===== config.mk =====
export PLATFORM = sky130hd
export DESIGN_NAME = left_shift_pipe_flat
export DESIGN_NICKNAME = d
export VERILOG_FILES = /design/src/rtl/left_shift_pipe_if.sv /design/src/rtl/left_shift_pipe.sv /design/src/flat_wrapper.sv
export SDC_FILE = /design/constraint.sdc
export NUM_CORES = 1
export LEC_CHECK = 0
export ABC_CLOCK_PERIOD_IN_PS = 1600
export BUFFER_PORTS_ARGS = -buffer_cell sky130_fd_sc_hd__buf_4
export CORE_UTILIZATION = 55
export CTS_CLUSTER_SIZE = 16
export DETAILED_ROUTE_END_ITERATION = 16
export PLACE_DENSITY = 0.78
export SLEW_MARGIN = 25
export SYNTH_ARGS = -nofsm -noshare
export SYNTH_HDL_FRONTEND = slang
export SYNTH_SLANG_ARGS = --single-unit

===== constraint.sdc =====
create_clock -name clk -period 1.6 [get_ports clk]
set_input_delay 0.32 -clock clk [delete_from_list [all_inputs] [get_ports clk]]
set_output_delay 0.32 -clock clk [all_outputs]
set_load 0.02 [all_outputs]

===== src/rtl/left_shift_pipe_if.sv =====
// Valid/ready bus for left_shift_pipe: producer side (i_*) and consumer side (o_*).
// The DUT uses the slave modport; the producer/consumer pair uses master.
interface left_shift_pipe_if #(
    parameter int unsigned width = 8
);
    localparam int unsigned S = $clog2(width);

    logic             i_valid;
    logic             i_ready;
    logic [width-1:0] i_bits;
    logic [S-1:0]     i_shift;
    logic             o_valid;
    logic             o_ready;
    logic [width-1:0] o_bits;

    modport master (
        output i_valid, i_bits, i_shift, o_ready,
        input  i_ready, o_valid, o_bits
    );

    modport slave (
        input  i_valid, i_bits, i_shift, o_ready,
        output i_ready, o_valid, o_bits
    );
endinterface


===== src/rtl/left_shift_pipe.sv =====
// Pipelined left shifter: stage k shifts by 2^k when shift bit k is set.
// Elastic valid/ready pipeline with S = clog2(width) stages and per-stage stall.
module left_shift_pipe #(
    parameter int unsigned width = 8
) (
    input logic             clk,
    input logic             rst,
    left_shift_pipe_if.slave bus
);
    localparam int unsigned S = $clog2(width);

    logic             run_q;
    logic [S-1:0]     v_q;
    logic [S-1:0]     adv;
    logic [S-1:0]     src_v;
    logic [width-1:0] d_q   [S];
    logic [width-1:0] src_d [S];
    logic [S-1:0]     s_q   [S];
    logic [S-1:0]     src_s [S];

    always_comb begin
        src_v[0] = bus.i_valid & run_q;
        src_d[0] = bus.i_bits;
        src_s[0] = bus.i_shift;
        for (int k = 1; k < int'(S); k++) begin
            src_v[k] = v_q[k-1];
            src_d[k] = d_q[k-1];
            src_s[k] = s_q[k-1];
        end
    end

    // A stage may load when it is empty or everything downstream of it moves.
    always_comb begin
        logic chain;
        chain    = ~v_q[S-1] | bus.o_ready;
        adv[S-1] = chain;
        for (int k = int'(S) - 2; k >= 0; k--) begin
            chain  = ~v_q[k] | chain;
            adv[k] = chain;
        end
    end

    // Shift amounts travel right-justified: each stage consumes bit 0 and passes the rest on.
    always_ff @(posedge clk or negedge rst) begin
        if (!rst) begin
            run_q <= 1'b0;
            v_q   <= '0;
            for (int k = 0; k < int'(S); k++) begin
                d_q[k] <= '0;
                s_q[k] <= '0;
            end
        end else begin
            run_q <= 1'b1;
            for (int k = 0; k < int'(S); k++) begin
                if (adv[k]) begin
                    v_q[k] <= src_v[k];
                    d_q[k] <= src_s[k][0] ? (src_d[k] << (2 ** k)) : src_d[k];
                    s_q[k] <= src_s[k] >> 1;
                end
            end
        end
    end

    assign bus.i_ready = adv[0] & run_q;
    assign bus.o_valid = v_q[S-1];
    assign bus.o_bits  = d_q[S-1];
endmodule

===== src/flat_wrapper.sv =====
// flat-port wrapper written by rule: the top's interface ports become plain ports
module left_shift_pipe_flat 
#(
    parameter int unsigned width = 8
)
  (clk, rst, bus_i_valid, bus_i_bits, bus_i_shift, bus_o_ready, bus_i_ready, bus_o_valid, bus_o_bits);
  left_shift_pipe_if #(.width(width)) bus_i ();
  input logic clk;
  input logic rst;
  input wire logic [$bits(bus_i.i_valid)-1:0] bus_i_valid;
  input wire logic [$bits(bus_i.i_bits)-1:0] bus_i_bits;
  input wire logic [$bits(bus_i.i_shift)-1:0] bus_i_shift;
  input wire logic [$bits(bus_i.o_ready)-1:0] bus_o_ready;
  output wire logic [$bits(bus_i.i_ready)-1:0] bus_i_ready;
  output wire logic [$bits(bus_i.o_valid)-1:0] bus_o_valid;
  output wire logic [$bits(bus_i.o_bits)-1:0] bus_o_bits;
  assign bus_i.i_valid = bus_i_valid;
  assign bus_i.i_bits = bus_i_bits;
  assign bus_i.i_shift = bus_i_shift;
  assign bus_i.o_ready = bus_o_ready;
  assign bus_i_ready = bus_i.i_ready;
  assign bus_o_valid = bus_i.o_valid;
  assign bus_o_bits = bus_i.o_bits;
  left_shift_pipe #(.width(width)) u_core (.clk(clk), .rst(rst), .bus(bus_i));
endmodule

==> results.txt <==
Compared with the post-synthesis result, the final layout area differs by 12.4%. The overall power consumption is 1810 uW, and the setup slack after placement is 0.320 ns. For the vias after detailed routing, the log shows 818. The cell family contributing the most delay on the critical path is flip-flops.

The run finished with clean final reports. Setup repair after global routing left no endpoint under its margin. The die is 55.7 um wide.

Number of antenna violations at the first check in global routing: 0. The tools report the CTS root buffer as clkbuf_4. The later pin in the worst-skew pair is clocked with a latency of 0.32 ns. The library cell with the largest summed area after synthesis is dfrtp_1. Pin count of the biggest net entering global routing: 32. Across the routed clock network, the largest skew measured is 0.00616 ns. Synthesis instantiated 14 different standard cells from the library. STA puts the critical path data required time at 1.28 ns. In the global route stage, overall resource usage came out at 17.0%. The first routing iteration left 21 violations. The run gives 0.683 as the weighted congestion at the end of routability-driven global placement. The deepest level of the CTS H-tree came out at 2.

The number of buffers added by the clock tree synthesis step is 5. The core region is 2730 um^2. The cell at the slowest stage of the critical path is dfrtp_1.

The critical path goes through nand4b_4, and2_1, buf_4. The ratio of final minimum period to clock period is 92.2%, and the count of yosys warnings during synthesis is 0. For the met1 track demand over resource in global routing, the log shows 19.9%. Ranked by total cell area, the synthesized netlist is headed by dfrtp_1 (49%), mux2_4 (22%), mux2_1 (7.8%), mux2_2 (7.1%), buf_4 (4.3%). The logs give 837 for the via count of the first global-routing pass and 140 for the post-layout net count. The first global-routing pass estimated 3850 um of wire. The worst setup path is launched from a register. The run gives 0 as the count of pins over their slew limit.

The run gives 0 ns as the sum of negative setup slack. The tool flagged a number of max-cap violations equal to 0. Worst setup path category: reg2out.

The number of buffers and inverters on the critical path was 1. Global routing used 26.5% of the available met2 tracks. The run gives 0.000735 V as the maximum resistive drop on vdd. Global routing consumed, on the met3 layer, 4.88% of the routing resources. After legalization and detailed placement, the total HPWL measured 1630 um. The layout has 209 filler cells.

The run gives 0 as the final count of negative-setup-slack endpoints. Clock-pin slew was measured on the worst setup and hold paths at 0.08 ns. Number of optimization iterations in the first detailed-route pass: 3. Summed over all layers, the routed wires come to 2190 um. The count of nets left with antenna violations once routing finished came out at 0. The initial utilization of the core area, before any placement, comes to 58.0%. In the routed design, unresolved DRC markers number 0. The die is 55.7 um tall.

The run gives 0 as the post-CTS setup buffer count. The tools report the critical path endpoint category as a primary output. The arrival time of the worst setup path is 1.15 ns, and the share of final-layout standard cells stronger than drive strength 1 is 54.0%. Synthesis produced a netlist whose cell count is 105. For this design the static power due to leakage is 0.000912 uW. Based on the critical path, the design can be clocked at up to 0.678 GHz.

The largest fanout on the critical path is 3, and the netlist area before placement is 1590 um^2. The clock sink total was 31; the path length in cells of the critical path was 3. TritonCTS built the clock tree.

In this run the worst hold path is classified as in2reg. The minimum period implied by the final worst setup slack is 1.47 ns, and the maximum number of buffers from clock root to sink is 2. In the layout the commonest cells are dfrtp_1 (30), buf_4 (26), mux2_4 (23), mux2_1 (11), mux2_2 (10). Cells fill 65.2% of the core in the end. The number of cells on the worst hold path was 3; the number of rows in the core area was 19.

The number of vias per cell is 5.21. The layer flagged by global routing as most heavily used is met2. The tools report the area of the die as 3100 um^2. Counting cells, the worst reg-to-reg path comes to 2.

Dividing the detail-routed wire length by the instance count gives 13.9 um. In this run the count of I/O pins placed on the die edge is 25. In the post-route analysis, the smallest setup slack over all paths is 0.125 ns.

The power density over the cells came out at 1010 nW/um^2. The most common cell after layout, fill and taps aside is dfrtp_1. In this run, synthesis produced a sequential element count of 31. The tools report the share of synthesized area occupied by flip-flops and latches as 48.9%. Buffers placed on the I/O ports in this run total 24.

The logs give 0 for the count of endpoints failing hold in the final timing report and 0 for the remaining global-route overflow. On the worst path, the slowest cell contributes a delay of 0.41 ns. The average size of a mapped cell is 15.1 um^2.

The number of nets handed over by synthesis was 120. The area fraction of the dominant cell type after synthesis was 48.9%. The repair_antennas step left the layout with diodes totalling 0.
## Yosys cell counts (all sizes together)
master  count
nand2       2
and2        1
nand2b      3
dfrtp      31
nand3b      1
mux2       44
nand4b      1
conb        1
buf        14
nor2b       7
## routing by layer
metal / share of wire (%) / vias up
met2: 49 / 24
met1: 43 / 396
met4: 2.4 / 0
li1: - / 393
met5: 0 / -
met3: 5.0 / 5
## repair_timing
action                                 CTS  global route
gates resized for setup                  0             1
setup endpoints to repair                0             1
endpoints found under the hold margin   31             0
hold buffers                             1             0
## power by group
| group | internal, uW | switching (uW) | leakage, uW |
|---|---|---|---|
| sequential | 871 | 68.4 | 0.000376 |
| combinational | 227 | 139 | 0.000498 |
| clock | 258 | 245 | 0.0000386 |
## tightest hold or removal path, cell delays in order
cell and delay, ns:
buf_4 0.08, nand2_1 0.04, nand2_1 0.05
## flip-flops by register name (all words and copies together), names as in the netlist
register and flops:
u_core.run_q 1, u_core.s_q 3, u_core.v_q 3, u_core.bus.o_bits 8, u_core.d_q 16
## worst paths after layout
path / end / startpoint / slack, ns
min reg2reg: u_core.v_q[0] / u_core.run_q / 0.47
max reg2reg: u_core.d_q[10] / u_core.s_q[6] / 0.33
min: u_core.v_q[0] / bus_i_valid / 0.20
min in group asynchronous: u_core.bus.o_bits[4] / rst / 0.46
max: bus_i_ready / u_core.v_q[1] / 0.13
max in group asynchronous: u_core.v_q[2] / rst / 0.83
## kinds of logic after synthesis
family,count (synthesis),share of synthesized area [%]
buffers and inverters,14,7.41
other,1,0.236
flip-flops,31,48.9
multiplexers,44,36.7
AND/OR/NAND/NOR,15,6.78
## layout make-up
| cell class | instances | area (um^2) | share of cell area, % |
|---|---|---|---|
| tap | 31 | 38.8 | 2.18 |
| timing repair buffer | 27 | 205 | 11.5 |
| multi-input combinational | 60 | 693 | 38.9 |
| clock buffer | 8 | 68.8 | 3.86 |
| sequential | 31 | 777 | 43.6 |
## through the flow
step	hold WS, ns	cells	cell area [um^2]
floorplan	0.0244	105	1590
global placement	0.263	148	1700
detailed placement	0.272	148	1700
CTS	0.188	157	1780
global route	0.192	157	1780
finish	0.201	157	1780
Note: power is estimated with default switching activity, not from simulation.
